[config.mk]
export PLATFORM = sky130hd
export DESIGN_NAME = lsu_mem_ctrl_flat
export DESIGN_NICKNAME = d
export VERILOG_FILES = /design/src/rtl/lsu_pkg.sv /design/src/rtl/lsu_mem_ctrl_if.sv /design/src/rtl/lsu_mem_ctrl_store_lane_gen.sv /design/src/rtl/lsu_mem_ctrl.sv /design/src/flat_wrapper.sv
export SDC_FILE = /design/constraint.sdc
export NUM_CORES = 1
export LEC_CHECK = 0
export ABC_AREA = 1
export CAP_MARGIN = 25
export CELL_PAD_IN_SITES_DETAIL_PLACEMENT = 1
export CELL_PAD_IN_SITES_GLOBAL_PLACEMENT = 2
export CORE_MARGIN = 2
export CORE_UTILIZATION = 27
export CTS_BUF_LIST = sky130_fd_sc_hd__clkbuf_4
export DETAILED_ROUTE_END_ITERATION = 10
export HOLD_SLACK_MARGIN = 0.15
export PLACE_DENSITY_LB_ADDON = 0.1
export SYNTH_ARGS = -nofsm -noshare
export SYNTH_HDL_FRONTEND = slang
export SYNTH_SLANG_ARGS = --single-unit
[constraint.sdc]
create_clock -name clk -period 8.3 [get_ports clk]
set_input_delay 1.66 -clock clk [delete_from_list [all_inputs] [get_ports clk]]
set_output_delay 1.66 -clock clk [all_outputs]
set_load 0.05 [all_outputs]
[src/rtl/lsu_pkg.sv]
// Encodings shared by the MEM-stage load/store controller and its lane generator.
package lsu_pkg;

  localparam logic [1:0] MEM_BYTE   = 2'b00;
  localparam logic [1:0] MEM_HALF   = 2'b01;
  localparam logic [1:0] MEM_WORD   = 2'b10;
  localparam logic       MEM_SIGNED = 1'b0;

  localparam int MEM_LOAD_BIT  = 3;
  localparam int MEM_STORE_BIT = 4;

  typedef enum logic [1:0] {
    IDLE,
    BUS,
    RESP
  } lsu_state_t;

  // Both direction bits set, or the reserved size code.
  function automatic logic op_illegal(input logic [4:0] op);
    return (op[MEM_LOAD_BIT] & op[MEM_STORE_BIT]) | (op[1:0] == 2'b11);
  endfunction

endpackage

[src/rtl/lsu_mem_ctrl_if.sv]
// Pipeline-side request/response and data-memory port of the load/store controller.
interface lsu_mem_ctrl_if;

  logic        req_valid;
  logic        req_ready;
  logic [4:0]  mem_op;
  logic [31:0] addr;
  logic [31:0] wdata;

  logic        dm_req;
  logic        dm_we;
  logic [3:0]  dm_be;
  logic [31:0] dm_addr;
  logic [31:0] dm_wdata;
  logic        dm_ack;
  logic [31:0] dm_rdata;

  logic        resp_valid;
  logic [31:0] resp_dataout;
  logic [31:0] resp_addr;
  logic [4:0]  resp_mem_op;
  logic        resp_misalign;
  logic        resp_err;
  logic        stall;

  modport slave (
    input  req_valid, mem_op, addr, wdata, dm_ack, dm_rdata,
    output req_ready, dm_req, dm_we, dm_be, dm_addr, dm_wdata,
           resp_valid, resp_dataout, resp_addr, resp_mem_op,
           resp_misalign, resp_err, stall
  );

  modport master (
    output req_valid, mem_op, addr, wdata, dm_ack, dm_rdata,
    input  req_ready, dm_req, dm_we, dm_be, dm_addr, dm_wdata,
           resp_valid, resp_dataout, resp_addr, resp_mem_op,
           resp_misalign, resp_err, stall
  );

endinterface

[src/rtl/lsu_mem_ctrl_store_lane_gen.sv]
// Combinational map of access size and byte offset to byte enables,
// lane-replicated store data and an alignment fault flag.
module store_lane_gen
  import lsu_pkg::*;
(
  input  logic [1:0]  i_size,
  input  logic [1:0]  i_off,
  input  logic [31:0] i_wdata,
  output logic [3:0]  o_be,
  output logic [31:0] o_lane_dat,
  output logic        o_misalign
);

  always_comb begin
    o_be       = 4'b0000;
    o_lane_dat = i_wdata;
    o_misalign = 1'b0;
    case (i_size)
      MEM_BYTE: begin
        o_be       = 4'b0001 << i_off;
        o_lane_dat = {4{i_wdata[7:0]}};
      end
      MEM_HALF: begin
        o_be       = 4'b0011 << i_off;
        o_lane_dat = {2{i_wdata[15:0]}} << {i_off[0], 3'b000};
        o_misalign = (i_off == 2'b11);
      end
      MEM_WORD: begin
        o_be       = 4'b1111;
        o_misalign = (i_off != 2'b00);
      end
      default: ;
    endcase
  end

endmodule

[src/rtl/lsu_mem_ctrl.sv]
// MEM-stage load/store controller: alignment check, data-memory req/ack with timeout,
// and a one-cycle raw response for the downstream load aligner.
module lsu_mem_ctrl
  import lsu_pkg::*;
#(
  parameter int TIMEOUT = 16,
  parameter int CNT_W   = 5
) (
  input logic           clk,
  input logic           rst,
  lsu_mem_ctrl_if.slave lsu
);

  localparam logic [CNT_W-1:0] TO_LAST = CNT_W'(TIMEOUT - 1);

  lsu_state_t       r_state;
  lsu_state_t       w_state_nxt;
  logic [CNT_W-1:0] r_cnt;

  logic        w_req_ready;
  logic        w_accept;
  logic        w_noop;
  logic        w_illegal;
  logic        w_misalign;
  logic        w_ack;
  logic        w_timeout;
  logic        w_go_bus;
  logic        w_resp_ld;
  logic        w_resp_err;
  logic        w_resp_mis;
  logic [31:0] w_resp_dat;
  logic [31:0] w_resp_addr;
  logic [4:0]  w_resp_op;
  logic [3:0]  w_be;
  logic [31:0] w_lane_dat;

  logic        r_dm_req;
  logic        r_dm_we;
  logic [3:0]  r_dm_be;
  logic [31:0] r_dm_addr;
  logic [31:0] r_dm_wdata;
  logic [31:0] r_addr;
  logic [4:0]  r_op;

  logic        r_resp_valid;
  logic        r_resp_mis;
  logic        r_resp_err;
  logic [31:0] r_resp_dat;
  logic [31:0] r_resp_addr;
  logic [4:0]  r_resp_op;

  store_lane_gen u_lane (
    .i_size     (lsu.mem_op[1:0]),
    .i_off      (lsu.addr[1:0]),
    .i_wdata    (lsu.wdata),
    .o_be       (w_be),
    .o_lane_dat (w_lane_dat),
    .o_misalign (w_misalign)
  );

  assign w_req_ready = (r_state != BUS);
  assign w_accept    = lsu.req_valid & w_req_ready;
  assign w_noop      = ~lsu.mem_op[MEM_LOAD_BIT] & ~lsu.mem_op[MEM_STORE_BIT];
  assign w_illegal   = op_illegal(lsu.mem_op);
  assign w_ack       = (r_state == BUS) & lsu.dm_ack;
  // An ack arriving in the last allowed cycle takes priority over the timeout.
  assign w_timeout   = (TIMEOUT != 0) && (r_state == BUS) && !lsu.dm_ack && (r_cnt == TO_LAST);

  always_ff @(posedge clk or posedge rst) begin
    if (rst) begin
      r_state <= IDLE;
    end else begin
      r_state <= w_state_nxt;
    end
  end

  always_comb begin
    w_state_nxt = r_state;
    w_go_bus    = 1'b0;
    w_resp_err  = 1'b0;
    w_resp_mis  = 1'b0;
    w_resp_dat  = '0;
    w_resp_addr = r_addr;
    w_resp_op   = r_op;
    case (r_state)
      IDLE, RESP: begin
        w_state_nxt = IDLE;
        w_resp_addr = lsu.addr;
        w_resp_op   = lsu.mem_op;
        if (w_accept && !w_noop) begin
          if (w_illegal) begin
            w_state_nxt = RESP;
            w_resp_err  = 1'b1;
          end else if (w_misalign) begin
            w_state_nxt = RESP;
            w_resp_mis  = 1'b1;
          end else begin
            w_state_nxt = BUS;
            w_go_bus    = 1'b1;
          end
        end
      end
      BUS: begin
        if (w_ack) begin
          w_state_nxt = RESP;
          if (r_op[MEM_LOAD_BIT]) begin
            w_resp_dat = lsu.dm_rdata;
          end
        end else if (w_timeout) begin
          w_state_nxt = RESP;
          w_resp_err  = 1'b1;
        end
      end
      default: w_state_nxt = IDLE;
    endcase
  end

  assign w_resp_ld = (w_state_nxt == RESP);

  always_ff @(posedge clk or posedge rst) begin
    if (rst) begin
      r_cnt <= '0;
    end else if (w_go_bus) begin
      r_cnt <= '0;
    end else if ((r_state == BUS) && !lsu.dm_ack) begin
      r_cnt <= r_cnt + CNT_W'(1);
    end
  end

  // Memory-port fields are frozen from accept until the request retires.
  always_ff @(posedge clk or posedge rst) begin
    if (rst) begin
      r_dm_req   <= 1'b0;
      r_dm_we    <= 1'b0;
      r_dm_be    <= '0;
      r_dm_addr  <= '0;
      r_dm_wdata <= '0;
    end else if (w_go_bus) begin
      r_dm_req   <= 1'b1;
      r_dm_we    <= lsu.mem_op[MEM_STORE_BIT];
      r_dm_be    <= w_be;
      r_dm_addr  <= {lsu.addr[31:2], 2'b00};
      r_dm_wdata <= w_lane_dat;
    end else if (w_ack || w_timeout) begin
      r_dm_req   <= 1'b0;
    end
  end

  always_ff @(posedge clk or posedge rst) begin
    if (rst) begin
      r_addr <= '0;
      r_op   <= '0;
    end else if (w_accept) begin
      r_addr <= lsu.addr;
      r_op   <= lsu.mem_op;
    end
  end

  // Response fields only change when a new response is launched.
  always_ff @(posedge clk or posedge rst) begin
    if (rst) begin
      r_resp_valid <= 1'b0;
      r_resp_mis   <= 1'b0;
      r_resp_err   <= 1'b0;
      r_resp_dat   <= '0;
      r_resp_addr  <= '0;
      r_resp_op    <= '0;
    end else begin
      r_resp_valid <= w_resp_ld;
      if (w_resp_ld) begin
        r_resp_mis  <= w_resp_mis;
        r_resp_err  <= w_resp_err;
        r_resp_dat  <= w_resp_dat;
        r_resp_addr <= w_resp_addr;
        r_resp_op   <= w_resp_op;
      end
    end
  end

  assign lsu.req_ready     = w_req_ready;
  assign lsu.stall         = (lsu.req_valid & ~w_req_ready) | (r_state == BUS);
  assign lsu.dm_req        = r_dm_req;
  assign lsu.dm_we         = r_dm_we;
  assign lsu.dm_be         = r_dm_be;
  assign lsu.dm_addr       = r_dm_addr;
  assign lsu.dm_wdata      = r_dm_wdata;
  assign lsu.resp_valid    = r_resp_valid;
  assign lsu.resp_dataout  = r_resp_dat;
  assign lsu.resp_addr     = r_resp_addr;
  assign lsu.resp_mem_op   = r_resp_op;
  assign lsu.resp_misalign = r_resp_mis;
  assign lsu.resp_err      = r_resp_err;

endmodule

[src/flat_wrapper.sv]
// flat-port wrapper written by rule: the top's interface ports become plain ports
module lsu_mem_ctrl_flat import lsu_pkg::*;
#(
  parameter int TIMEOUT = 16,
  parameter int CNT_W   = 5
)
  (clk, rst, lsu_req_valid, lsu_mem_op, lsu_addr, lsu_wdata, lsu_dm_ack, lsu_dm_rdata, lsu_req_ready, lsu_dm_req, lsu_dm_we, lsu_dm_be, lsu_dm_addr, lsu_dm_wdata, lsu_resp_valid, lsu_resp_dataout, lsu_resp_addr, lsu_resp_mem_op, lsu_resp_misalign, lsu_resp_err, lsu_stall);
  lsu_mem_ctrl_if lsu_i ();
  input logic clk;
  input logic rst;
  input wire logic [$bits(lsu_i.req_valid)-1:0] lsu_req_valid;
  input wire logic [$bits(lsu_i.mem_op)-1:0] lsu_mem_op;
  input wire logic [$bits(lsu_i.addr)-1:0] lsu_addr;
  input wire logic [$bits(lsu_i.wdata)-1:0] lsu_wdata;
  input wire logic [$bits(lsu_i.dm_ack)-1:0] lsu_dm_ack;
  input wire logic [$bits(lsu_i.dm_rdata)-1:0] lsu_dm_rdata;
  output wire logic [$bits(lsu_i.req_ready)-1:0] lsu_req_ready;
  output wire logic [$bits(lsu_i.dm_req)-1:0] lsu_dm_req;
  output wire logic [$bits(lsu_i.dm_we)-1:0] lsu_dm_we;
  output wire logic [$bits(lsu_i.dm_be)-1:0] lsu_dm_be;
  output wire logic [$bits(lsu_i.dm_addr)-1:0] lsu_dm_addr;
  output wire logic [$bits(lsu_i.dm_wdata)-1:0] lsu_dm_wdata;
  output wire logic [$bits(lsu_i.resp_valid)-1:0] lsu_resp_valid;
  output wire logic [$bits(lsu_i.resp_dataout)-1:0] lsu_resp_dataout;
  output wire logic [$bits(lsu_i.resp_addr)-1:0] lsu_resp_addr;
  output wire logic [$bits(lsu_i.resp_mem_op)-1:0] lsu_resp_mem_op;
  output wire logic [$bits(lsu_i.resp_misalign)-1:0] lsu_resp_misalign;
  output wire logic [$bits(lsu_i.resp_err)-1:0] lsu_resp_err;
  output wire logic [$bits(lsu_i.stall)-1:0] lsu_stall;
  assign lsu_i.req_valid = lsu_req_valid;
  assign lsu_i.mem_op = lsu_mem_op;
  assign lsu_i.addr = lsu_addr;
  assign lsu_i.wdata = lsu_wdata;
  assign lsu_i.dm_ack = lsu_dm_ack;
  assign lsu_i.dm_rdata = lsu_dm_rdata;
  assign lsu_req_ready = lsu_i.req_ready;
  assign lsu_dm_req = lsu_i.dm_req;
  assign lsu_dm_we = lsu_i.dm_we;
  assign lsu_dm_be = lsu_i.dm_be;
  assign lsu_dm_addr = lsu_i.dm_addr;
  assign lsu_dm_wdata = lsu_i.dm_wdata;
  assign lsu_resp_valid = lsu_i.resp_valid;
  assign lsu_resp_dataout = lsu_i.resp_dataout;
  assign lsu_resp_addr = lsu_i.resp_addr;
  assign lsu_resp_mem_op = lsu_i.resp_mem_op;
  assign lsu_resp_misalign = lsu_i.resp_misalign;
  assign lsu_resp_err = lsu_i.resp_err;
  assign lsu_stall = lsu_i.stall;
  lsu_mem_ctrl #(.TIMEOUT(TIMEOUT), .CNT_W(CNT_W)) u_core (.clk(clk), .rst(rst), .lsu(lsu_i));
endmodule
# Yosys cells after proc, flatten, opt, wreduce, memory -nomap -nowiden
# Index checks and enable logic that the tools add are counted.
# totals
register_bits	184
word_cells	81
# classes
n_eq_ne	9
n_bitwise	10
reduce_logical	12
addsub	1
n_shift	3
n_mux	31
# op_table
operator	n
2-to-1 mux 32 bit	4
one-hot mux 32 bit (2 select lines)	1
<< shifter 32 x 4 -> 32 bit	1
2-to-1 mux 5 bit	3
2-to-1 mux 1 bit	14
one-hot mux 4 bit (3 select lines)	1
equality test 2 bit (second input constant)	5
2-to-1 mux 2 bit	5
nonzero test 2 bit	3
adder 5 x 1 -> 5 bit (second input constant)	1
bitwise AND 1 bit	5
equality test 5 x 4 -> 1 bit (second input constant)	1
equality test 2 x 1 -> 1 bit (second input constant)	2
logical NOT 2 bit	2
one-hot mux 1 bit (2 select lines)	2
one-hot mux 2 bit (2 select lines)	1
<< shifter 1 x 2 -> 4 bit (first input constant)	1
<< shifter 2 x 2 -> 4 bit (first input constant)	1
logical AND 1 bit	3
NOT 1 bit	3
logical NOT 1 bit	2
!= test 2 x 1 -> 1 bit (second input constant)	1
bitwise OR 1 bit	2
OR reduction 2 bit	1
logical OR 1 bit	1

# Longest topological paths before layout
# logic_depth
ltp_word	7
depth_mapped	12
depth_no_buf	10

# By module
# From an unflattened synthesis, not the netlist that was laid out.
# unflattened
hier_cells	1029
area_unflattened_um2	8398.1
# by_module_without_submodules
module	instances	cells_per_inst	area_each_um2
lsu_mem_ctrl	1	866	7598.5
store_lane_gen	1	163	799.5

# Least setup slack after synthesis
# No wires, ideal clock.
# synth_path
path_type	in2reg
from	input lsu_mem_op[1]
to	register u_core.r_resp_addr[10] (netlist: u_core.lsu.resp_addr[10])
cell_stages	12
path_slack_ns	5.397
arrival_ns	2.785
path_buffers	2
required_ns	8.182
cell_sequence	inv_1 ha_1 nand3_1 nand2_1 nand2_1 nand2_2 nand2_4 nand2_1 buf_4 buf_6 nand2_1 nand2_1
# synth_between
elab_chain_len	7
word_cells_on_any_way	10
classes_between	4 x eq/ne; 5 x mux; 1 x bitwise
# synth_rtl
item	line_no	rtl
from (decl)	flat_wrapper.sv:12	input wire logic [$bits(lsu_i.mem_op)-1:0] lsu_mem_op;
equality test 2 bit / equality test 2 x 1 -> 1 bit (equally long branches)	lsu_mem_ctrl_store_lane_gen.sv:18	case (i_size)
one-hot mux 1 bit (2 select lines)	lsu_mem_ctrl_store_lane_gen.sv:18	
2-to-1 mux 2 bit	lsu_mem_ctrl.sv:94	end else if (w_misalign) begin
2-to-1 mux 2 bit *	lsu_mem_ctrl.sv:91	if (w_illegal) begin
2-to-1 mux 2 bit *	lsu_mem_ctrl.sv:90	if (w_accept && !w_noop) begin
one-hot mux 2 bit (2 select lines) *	lsu_mem_ctrl.sv:85	case (r_state)
equality test 2 bit *	lsu_mem_ctrl.sv:118	assign w_resp_ld = (w_state_nxt == RESP);
to (signal assigned)	lsu_mem_ctrl.sv:174	r_resp_addr <= w_resp_addr;
to (decl)	lsu_mem_ctrl.sv:49	logic [31:0] r_resp_addr;
# Mark *: on every way between the ends. The rest lies on a longest branch, timed or not.
# A chain may end at the register's enable or synchronous reset.

# Worst setup path after layout
# layout_path
from	input lsu_mem_op[1]
to	register u_core.r_resp_op[4] (netlist: u_core.lsu.resp_mem_op[4])
# layout_between
elab_chain_len	7
word_cells_on_any_way	10
classes_between	4 x eq/ne; 5 x mux; 1 x bitwise
# layout_rtl
item	line_no	rtl
equality test 2 bit / equality test 2 x 1 -> 1 bit (equally long branches)	lsu_mem_ctrl_store_lane_gen.sv:18	
one-hot mux 1 bit (2 select lines)	lsu_mem_ctrl_store_lane_gen.sv:18	
2-to-1 mux 2 bit	lsu_mem_ctrl.sv:94	
2-to-1 mux 2 bit *	lsu_mem_ctrl.sv:91	
2-to-1 mux 2 bit *	lsu_mem_ctrl.sv:90	
one-hot mux 2 bit (2 select lines) *	lsu_mem_ctrl.sv:85	
equality test 2 bit *	lsu_mem_ctrl.sv:118	
to (signal assigned)	lsu_mem_ctrl.sv:175	r_resp_op <= w_resp_op;
to (decl)	lsu_mem_ctrl.sv:50	logic [4:0] r_resp_op;
# Marked as above.

==> run summary <==
Status - complete, no violations
Final slew viol count - 0
DRC Markers - 0
Vias - 7376
Share of the synthesized area in the top cell type - 55.5%
Worst-Skew Late Latency - 0.60 ns
# IOs - 249
Crit-path max FO - 73
Synthesis Warnings - 0
Cts hold-fix bufs - 0
Max Cap Viol - 0
Synth Cell Area - 8290 µm²
Clock tree buffer depth - 2
Hold path startpoint - u_core.lsu.dm_we
Initial antenna violation count - 1
Crit path kind - in2reg
Vias in the first global route - 7585
GRT overflow - 0
CTS buffer count - 17
Setup Skew - 0.0355 ns
PnR worst setup slack - 3.96 ns
H-tree lvl count - 4
GP Congestion - 0.787
Synth cell types - 32
Reg2reg start - u_core.r_state[0]
Reg2reg end - u_core.lsu.resp_mem_op[4]
Rows - 64
Ys flop type - dfrtp_1
Fin nets - 1346
Clock Sinks - 184
Hold Crit Depth - 2
Worst setup EP type - register
Total Power - 3800 µW
Die area - 32100 µm²
Data required time at the worst endpoint - 8.77 ns
Asr flop ratio synth - 100%
Hold Path End - u_core.lsu.dm_we
Post-detailed-route via-to-cell ratio - 4.49
Postcts setup bufs - 0
Gate Count Post-Synth - 1022
Pin count of the biggest net entering global routing - 118
Worst rel slew slack - 40.3%
Tot GR Track Use - 16.9%
Critical Path Source Type - input pin
First-pass GRT wire length - 41.9 mm
FF/Latch Area - 4610 µm²
Fin crit period - 4.34 ns
Multi-input gate area - 3140 µm²
Detailed Place HPWL - 17.6 mm
R2R depth - 9
P&R area growth vs syn - 36.7%
Syn avg cell area - 8.11 µm²
Max Fclk - 231 MHz
CTS root buf - clkbuf_4
CTS tree - yes
Synth area leaders - dfrtp_1 56%, nand2_1 21%, nand3_1 6.7%
Setup_tns - 0 ns
Actual slew at the worst max-slew pin - 0.895 ns
Layout cell share with drive strength beyond 1 - 5.05%
Commonest non-fill, non-tap cell in the layout - nand2_1
Routed WL per cell - 16.3 µm
IO Port Bufs - 246
Iter 0 DRT Violations - 289
Most frequent cells in the layout - 458 x nand2_1, 246 x clkdlybuf4s50_1, 183 x dfrtp_1
Fin Hold WS - 0.491 ns
Routed wire length - 26.8 mm
Die W - 179 µm
Clock slew at reported path FFs - 0.16 ns
Peak VDD IR - 0.174 mV
Area leader, netlist - dfrtp_1
RSZ-0062 raised after global routing - no
FILL cells - 3653
Worst EP arrival - 4.81 ns
Final setup vio count - 0
HP Class - reg2reg
Final critical-path share of the clock period - 52.3%
CTS resizes - 0
Initial Utilization - 27.2%
Register area share after synthesis - 55.5%
Power density over the cells - 335 nW/µm²
Lkg Pwr - 0.00553 µW
Core ar. - 30400 µm²
FF-to-FF setup slack - 5.61 ns
Fin. Hold Viols - 0
Post-Place Worst Slack - 3.19 ns
#FFs+latches synth - 184
ANT nets after route - 0
Drt pass-1 iters - 4
Fin cells - 1644
EDFF count, synth - 0
Die Span Y - 179 µm
Placed cell count - 1610
[worst max-delay path by stage]
stage | end | cells after the start | startpoint | slack [ns]
finish | u_core.lsu.resp_mem_op[4] | 11 | lsu_mem_op[1] | 3.96
floorplan | u_core.lsu.dm_addr[10] | 1 | rst | 1.64
global route | u_core.lsu.resp_addr[0] | 11 | lsu_mem_op[1] | 3.57
detailed placement | u_core.lsu.resp_addr[9] | 11 | lsu_mem_op[1] | 3.19
CTS | u_core.lsu.resp_mem_op[4] | 11 | lsu_mem_op[1] | 3.87
global placement | u_core.lsu.resp_addr[26] | 11 | lsu_mem_op[1] | 3.31
[area by class of cell]
class                           instances  share of cell area [%]
Antenna cell                            1                  0.0221
Clock buffer                           19                    1.26
Clock inverter                         13                    1.20
Inverter                               64                    2.19
Multi-Input combinational cell        712                    27.7
Sequential cell                       184                    40.6
Tap cell                              396                    4.37
Timing Repair Buffer                  255                    22.6
[cells by family after synthesis]
kind of cell | after synthesis | share of synthesized area, %
AO/OA/AOI/OAI | 93 | 6.17
XOR/XNOR | 1 | 0.106
adder cells (fa/ha/maj) | 7 | 1.06
buffers and inverters | 127 | 6.87
flip-flops | 184 | 55.5
other | 1 | 0.0452
AND/OR/NAND/NOR | 609 | 30.2
[through the flow]
stage                     utilization, %  instance area (µm²)
final                               37.2                11300
after global routing                37.2                11300
after CTS                           37.2                11300
after detailed placement            36.3                11000
after global placement              36.2                11000
after floorplan                        -                 8290
[power by group]
| part | switching (µW) | internal (µW) | leakage (µW) |
|---|---|---|---|
| Clock | 362 | 141 | 0.000147 |
| Sequential | 163 | 1180 | 0.00234 |
| Combinational | 1350 | 608 | 0.00305 |
[critical path: stages]
cell,delay (ns)
clkdlybuf4s50_1,0.58
inv_1,0.17
ha_1,0.25
nand3_1,0.09
nand2_1,0.07
nand2_1,0.14
nand2_2,0.11
nand2_4,0.67
nand2_2,0.75
nand2_1,0.22
nand2_1,0.07
[routing by layer]
metal  wire length, µm  share of wire, %  track usage, %
met5                 0                 0               0
met4               196              0.73            3.63
met3              1480               5.5            4.86
met2             13100                49            28.2
met1             12100                45            21.9
[synth_stat cells, types with 2 or more instances]
| cell | instances |
|---|---|
| o21ai_0 | 75 |
| dfrtp_1 | 184 |
| inv_1 | 57 |
| clkbuf_1 | 17 |
| ha_1 | 7 |
| clkinv_1 | 2 |
| buf_4 | 5 |
| nand4_1 | 17 |
| buf_6 | 5 |
| nand2_1 | 459 |
| nor2_2 | 2 |
| nand2_2 | 2 |
| inv_2 | 5 |
| a21oi_1 | 2 |
| o21ai_1 | 3 |
| o2111ai_1 | 7 |
| nand3_1 | 111 |
| buf_1 | 7 |
| o31ai_1 | 2 |
| buf_2 | 29 |
| nor2_1 | 13 |
[registers in the layout (all words and copies together), names as in the netlist]
register,count
u_core.lsu.resp_err,1
u_core.r_state,2
u_core.lsu.resp_valid,1
u_core.r_cnt,5
u_core.lsu.resp_mem_op,5
u_core.lsu.resp_misalign,1
u_core.lsu.resp_addr,32
u_core.lsu.resp_dataout,32
u_core.lsu.dm_addr,30
u_core.r_op,5
u_core.lsu.dm_we,1
u_core.r_addr,32
u_core.lsu.dm_wdata,32
u_core.lsu.dm_req,1
u_core.lsu.dm_be,4
(Power assumes the default switching activity.)
